$ cat config.mk
export PLATFORM = sky130hd
export DESIGN_NAME = dsp48a1_core
export DESIGN_NICKNAME = d
export VERILOG_FILES = /design/src/rtl/dsp48a1_core_pkg.sv /design/src/rtl/dsp48a1_postadd.sv /design/src/rtl/dsp48a1_core.sv
export SDC_FILE = /design/constraint.sdc
export NUM_CORES = 2
export LEC_CHECK = 0
export BUFFER_PORTS_ARGS = -buffer_cell sky130_fd_sc_hd__buf_2
export CORE_UTILIZATION = 30
export DETAILED_ROUTE_END_ITERATION = 10
export GPL_TIMING_DRIVEN = 0
export PLACE_DENSITY_LB_ADDON = 0.05
export SLEW_MARGIN = 20
export SYNTH_ARGS = -nofsm -noshare
export SYNTH_HDL_FRONTEND = slang
export SYNTH_SLANG_ARGS = --single-unit
$ cat constraint.sdc
create_clock -name clk -period 7.5 [get_ports clk]
set_clock_uncertainty 0.05 [all_clocks]
set_input_delay 1.5 -clock clk [delete_from_list [all_inputs] [get_ports clk]]
set_output_delay 1.5 -clock clk [all_outputs]
set_load 0.005 [all_outputs]
$ cat src/rtl/dsp48a1_core_pkg.sv
// Shared types for the DSP48A1-style MAC slice: input bundle layout,
// post-adder mux selects and opmode bit positions.
package dsp48a1_core_pkg;

  localparam int DSP_OPMODE_W = 8;
  localparam int DSP_AB_W     = 18;
  localparam int DSP_P_W      = 48;
  localparam int DSP_IN_W     = DSP_OPMODE_W + 2 * DSP_AB_W + DSP_P_W;

  localparam logic [DSP_OPMODE_W-1:0] DSP_NOP = 8'h00;

  localparam int OP_PREADD_EN = 4;
  localparam int OP_CIN       = 5;
  localparam int OP_PRESUB    = 6;
  localparam int OP_POSTSUB   = 7;

  typedef enum logic [1:0] {
    XIN_ZERO = 2'd0,
    XIN_MULT = 2'd1,
    XIN_POUT = 2'd2,
    XIN_AB   = 2'd3
  } xin_e;

  typedef enum logic [1:0] {
    ZIN_ZERO = 2'd0,
    ZIN_PCIN = 2'd1,
    ZIN_POUT = 2'd2,
    ZIN_C    = 2'd3
  } zin_e;

  // Field order matches the flat bus {opmode, a, b, c}, MSB first.
  typedef struct packed {
    logic [DSP_OPMODE_W-1:0] opmode;
    logic [DSP_AB_W-1:0]     a;
    logic [DSP_AB_W-1:0]     b;
    logic [DSP_P_W-1:0]      c;
  } dsp_in_t;

  typedef struct packed {
    logic [DSP_OPMODE_W-1:0] opmode;
    logic [2*DSP_AB_W-1:0]   ab;
    logic [DSP_P_W-1:0]      m;
    logic [DSP_P_W-1:0]      c;
  } m_stage_t;

endpackage

$ cat src/rtl/dsp48a1_postadd.sv
// Post-adder: X/Z operand muxes and 48-bit add/subtract with carry-in.
module dsp48a1_postadd
  import dsp48a1_core_pkg::*;
(
  input  logic [1:0]            x_sel,
  input  logic [1:0]            z_sel,
  input  logic                  cin,
  input  logic                  post_sub,
  input  logic [2*DSP_AB_W-1:0] ab,
  input  logic [DSP_P_W-1:0]    m,
  input  logic [DSP_P_W-1:0]    c,
  input  logic [DSP_P_W-1:0]    p,
  output logic [DSP_P_W-1:0]    p_next
);

  logic [DSP_P_W-1:0] x_mux;
  logic [DSP_P_W-1:0] z_mux;
  logic [DSP_P_W-1:0] cin_ext;

  always_comb begin
    x_mux = '0;
    case (xin_e'(x_sel))
      XIN_ZERO: x_mux = '0;
      XIN_MULT: x_mux = m;
      XIN_POUT: x_mux = p;
      XIN_AB:   x_mux = {{(DSP_P_W-2*DSP_AB_W){1'b0}}, ab};
      default:  x_mux = '0;
    endcase

    // There is no cascade input, so PCIN reads as zero.
    z_mux = '0;
    case (zin_e'(z_sel))
      ZIN_ZERO: z_mux = '0;
      ZIN_PCIN: z_mux = '0;
      ZIN_POUT: z_mux = p;
      ZIN_C:    z_mux = c;
      default:  z_mux = '0;
    endcase

    cin_ext = {{(DSP_P_W-1){1'b0}}, cin};
    if (post_sub) p_next = z_mux - (x_mux + cin_ext);
    else          p_next = z_mux + x_mux + cin_ext;
  end

endmodule

$ cat src/rtl/dsp48a1_core.sv
// Behavioural DSP48A1-style multiply/accumulate slice with optional input
// and multiplier pipeline registers; P is always registered.
module dsp48a1_core
  import dsp48a1_core_pkg::*;
#(
  parameter int AREG = 1,
  parameter int MREG = 1
) (
  input  logic                clk,
  input  logic                reset,
  input  logic [DSP_IN_W-1:0] dsp_ins_flat,
  output logic [DSP_P_W-1:0]  dsp_outs_flat
);

  dsp_in_t  in_raw;
  dsp_in_t  in_s;
  m_stage_t m_in;
  m_stage_t m_s;

  assign in_raw = dsp_in_t'(dsp_ins_flat);

  generate
    if (AREG != 0) begin : g_areg
      dsp_in_t in_d;
      dsp_in_t in_q;
      always_comb in_d = in_raw;
      always_ff @(posedge clk) begin
        if (reset) in_q <= '0;
        else       in_q <= in_d;
      end
      assign in_s = in_q;
    end else begin : g_areg_bypass
      assign in_s = in_raw;
    end
  endgenerate

  // b is widened by one bit so negating -2^17 stays exact.
  logic               pre_sub;
  logic signed [18:0] b_pre;
  logic signed [36:0] prod;

  always_comb begin
    pre_sub = in_s.opmode[OP_PREADD_EN] & in_s.opmode[OP_PRESUB];
    b_pre   = {in_s.b[DSP_AB_W-1], in_s.b};
    if (pre_sub) b_pre = -b_pre;
    prod = $signed(in_s.a) * b_pre;

    m_in.opmode = in_s.opmode;
    m_in.ab     = {in_s.a, in_s.b};
    m_in.m      = {{(DSP_P_W-37){prod[36]}}, prod};
    m_in.c      = in_s.c;
  end

  generate
    if (MREG != 0) begin : g_mreg
      m_stage_t m_d;
      m_stage_t m_q;
      always_comb m_d = m_in;
      always_ff @(posedge clk) begin
        if (reset) m_q <= '0;
        else       m_q <= m_d;
      end
      assign m_s = m_q;
    end else begin : g_mreg_bypass
      assign m_s = m_in;
    end
  endgenerate

  logic [DSP_P_W-1:0] p_next;
  logic [DSP_P_W-1:0] p_d;
  logic [DSP_P_W-1:0] p_q;

  dsp48a1_postadd u_postadd (
    .x_sel    (m_s.opmode[1:0]),
    .z_sel    (m_s.opmode[3:2]),
    .cin      (m_s.opmode[OP_CIN]),
    .post_sub (m_s.opmode[OP_POSTSUB]),
    .ab       (m_s.ab),
    .m        (m_s.m),
    .c        (m_s.c),
    .p        (p_q),
    .p_next   (p_next)
  );

  // An all-zero opmode holds P instead of clearing it, unlike silicon.
  always_comb begin
    p_d = p_q;
    if (m_s.opmode != DSP_NOP) p_d = p_next;
  end

  always_ff @(posedge clk) begin
    if (reset) p_q <= '0;
    else       p_q <= p_d;
  end

  assign dsp_outs_flat = p_q;

endmodule

==> flow_summary_export.csv <==
group,metric,value,unit
outcome,outcome,"finished with violations",
outcome,violations,"negative setup slack",
global_routing,grt_usage,0.226,
detailed_routing,viasPerCell,4.81,
place,portBuffers,140,
clocking,cts_tree,"built",
timing,fin_hold_ws,0.380,ns
timing,finalCritPeriodShare,1.02,
floorplanning,core_area,93600,µm²
timing,slew_headroom,0.237,
synthesis,synthFlopType,"dfxtp_1",
timing,hold_viol,0,
place,pre_cts_ws,-2.80,ns
cells_and_area,final_core_util,0.357,
setup_path,crit_family,"adder cells",
setup_path,cp.required,7.90,ns
detailed_routing,vias,22857,
detailed_routing,drtIter0Drc,1230,
cells_and_area,area_growth,17.3,%
floorplanning,initial_core_util,0.304,
place,hpwl,85.7,mm
setup_path,cp-end-kind,"register",
power_and_ir_drop,total_power,0.00863,W
timing,setup_viol,3,
floorplanning,pin_count,142,
flow_run,cap_violations,0,
synthesis,ys_seq_elements,269,
clocking,clock_latency,0.59,ns
clocking,h-tree-depth,2,
synthesis,yosysTopAreaCellShare,0.245,
synthesis,synth_edf_count,0,
clocking,root_buffer,"clkbuf_16",
clocking,cts_buffers,37,
global_routing,grt_remaining_overflow,0,
global_routing,grt_pass1_vias,24451,
power_and_ir_drop,power.density,258,nW/µm²
synthesis,synth_nets,3923,
floorplanning,rows,112,
timing,slew_viol_final,0,
synthesis,ys_seq_area_frac,0.189,
timing,rsz0062_at_grt,"yes",
synthesis,yosysWarnings,0,
floorplanning,die_w,310,µm
floorplanning,dieArea,96100,µm²
synthesis,yosysUniqueCellTypes,70,
detailed_routing,totalWireLength,107,mm
global_routing,antenna_found_initial,11,
timing,max_freq,0.131,GHz
timing,period_needed,7.63,ns
global_routing,grt_pass1_wl,159,mm
cells_and_area,final_cell_mix,"inv_1 (503), fa_1 (340), dfxtp_1 (263)",
setup_path,arrival,8.03,ns
setup_path,path_class,"register to register",
clocking,cts.clk_slew.worst_paths,0.06,ns
global_routing,grt_max_degree,12,
cells_and_area,drive_above_1_share,0.141,
floorplanning,fp.dieH,310,µm
worst_hold_path,hp-class,"register to register",
setup_path,cp_slowest_cell,"fa_1",
synthesis,syn_area,28500,µm²
power_and_ir_drop,p_leak,15.7,nW
synthesis,synthArstFlopShare,0,
timing,setup_slack,-0.133,ns
setup_path,crit_fanout,8,
setup_path,start_kind,"register",
synthesis,syn_area_per_cell,8.76,µm²
synthesis,syn_inst,3248,
detailed_routing,ant_nets,0,
clocking,clock-sinks,269,
synthesis,synth.largest_area_cell,"fa_1",
timing,tightest_slew,1.14,ns
setup_path,cpMostUsedCell,"fa_1",
detailed_routing,wire_per_inst,22.5,µm
detailed_routing,drc,0,
setup_path,critPathMaxStageDelay,0.52,ns
setup_path,worst-path-buf-inv,13,
cells_and_area,layout_commonest_cell,"inv_1",
cells_and_area,nNetsFinal,4148,
synthesis,synthTopCellsByArea,"fa_1 (25%), dfxtp_1 (19%), ha_1 (10%)",
detailed_routing,firstDrtPassIters,5,
clocking,clockBufferDepth,3,
place,gp_congestion,0.886,
power_and_ir_drop,ir_drop,162,µV
## cells by family (layout without fill, tap and decap cells)
| logic type | count (synthesis) | count (layout) | share of synthesized area |
|---|---|---|---|
| buffers and inverters | 677 | 929 | 0.0897 |
| AND/OR/NAND/NOR | 986 | 986 | 0.179 |
| AO/OA/AOI/OAI | 511 | 511 | 0.118 |
| XOR/XNOR | 136 | 136 | 0.0418 |
| flip-flops | 269 | 269 | 0.189 |
| other | 0 | 2 | 0 |
| multiplexers | 88 | 88 | 0.0346 |
| adder cells (fa/ha/maj) | 581 | 581 | 0.347 |
## Yosys cell counts (3+ instances only)
cell type / n
o31a_1: 7
a221oi_1: 7
and2_1: 236
a21oi_1: 146
nor3_1: 33
clkbuf_1: 149
nor3b_1: 3
a22o_1: 34
nor2_1: 157
o21ai_0: 85
a2111oi_0: 8
mux2i_1: 4
o21ai_1: 5
o211ai_1: 12
or2_2: 6
xor2_1: 54
fa_1: 349
o2111ai_1: 3
nor2b_1: 199
nand2_1: 250
nand2b_1: 17
nand4_1: 24
o31ai_1: 10
inv_1: 517
dfxtp_1: 269
mux2_2: 84
a211oi_1: 34
ha_1: 232
a21o_1: 77
buf_4: 3
nand3_1: 30
a31oi_1: 17
o221ai_1: 6
a22oi_1: 4
o21bai_1: 10
xnor2_1: 82
o21a_1: 16
buf_1: 6
and3_1: 15
nor4_1: 6
## layer usage
layer | vias up | track usage | share of wire
met2 | 482 | 0.386 | 0.48
li1 | 10762 | - | -
met1 | 11465 | 0.302 | 0.46
met3 | 148 | 0.0187 | 0.034
met4 | 0 | 0.0683 | 0.031
met5 | - | 0 | 0
## power breakdown
part	total [W]	internal, W	switching (W)
Sequential	0.00169	0.00159	0.0000995
Combinational	0.00513	0.00213	0.00299
Clock	0.00181	0.00106	0.000747
Total	0.00863	0.00479	0.00384
## state kept, by name (all words and copies together), names as in the netlist
signal,cells
g_mreg.m_q,129
dsp_outs_flat,48
g_areg.in_q,92
## final cells by class
class	instances	area [µm²]
Tap cell	1254	1570
Antenna cell	2	5.00
Multi-Input combinational cell	2302	21300
Timing Repair Buffer	190	1210
Fill cell	9889	60200
Buffer	155	712
Inverter	518	1960
Clock buffer	49	1010
Clock inverter	17	200
Sequential cell	269	5400
## metrics by stage
step / instances / TNS [ns] / area [µm²]
3_3_place_gp: 4642 / -47.30 / 30700
2_1_floorplan: 3248 / 0 / 28500
5_1_grt: 4754 / -2.56 / 33400
6_report: 4756 / -0.323 / 33400
4_1_cts: 4743 / -0.932 / 33000
3_5_place_dp: 4646 / -39.77 / 30900
## final timing paths
path / start / end / slack [ns] / cells past startpoint
setup / recovery: g_areg.in_q[48] / g_mreg.m_q[77] / -0.13 / 37
setup reg to reg: g_areg.in_q[48] / g_mreg.m_q[77] / -0.13 / 37
hold reg to reg: g_areg.in_q[0] / g_mreg.m_q[0] / 0.38 / 1
hold / removal: g_areg.in_q[0] / g_mreg.m_q[0] / 0.38 / 1
## worst register-to-register path, delay by kind of cell (launching register included)
family,cells,cell delay (ns)
adders and majority gates,8,3.39
buffers and inverters,13,1.44
and+or+nand+nor,10,1.30
AOI/OAI and AO/OA,4,0.64
DFF,1,0.36
xor gates and xnor gates,2,0.32
## what timing repair did
action                                 CTS  global route
hold buffers                             0             0
gates resized for setup                137            72
pin swaps                               33            43
setup endpoints to repair               27            16
endpoints found under the hold margin    0             0
setup buffers                           34            13
(Power assumes the default switching activity.)
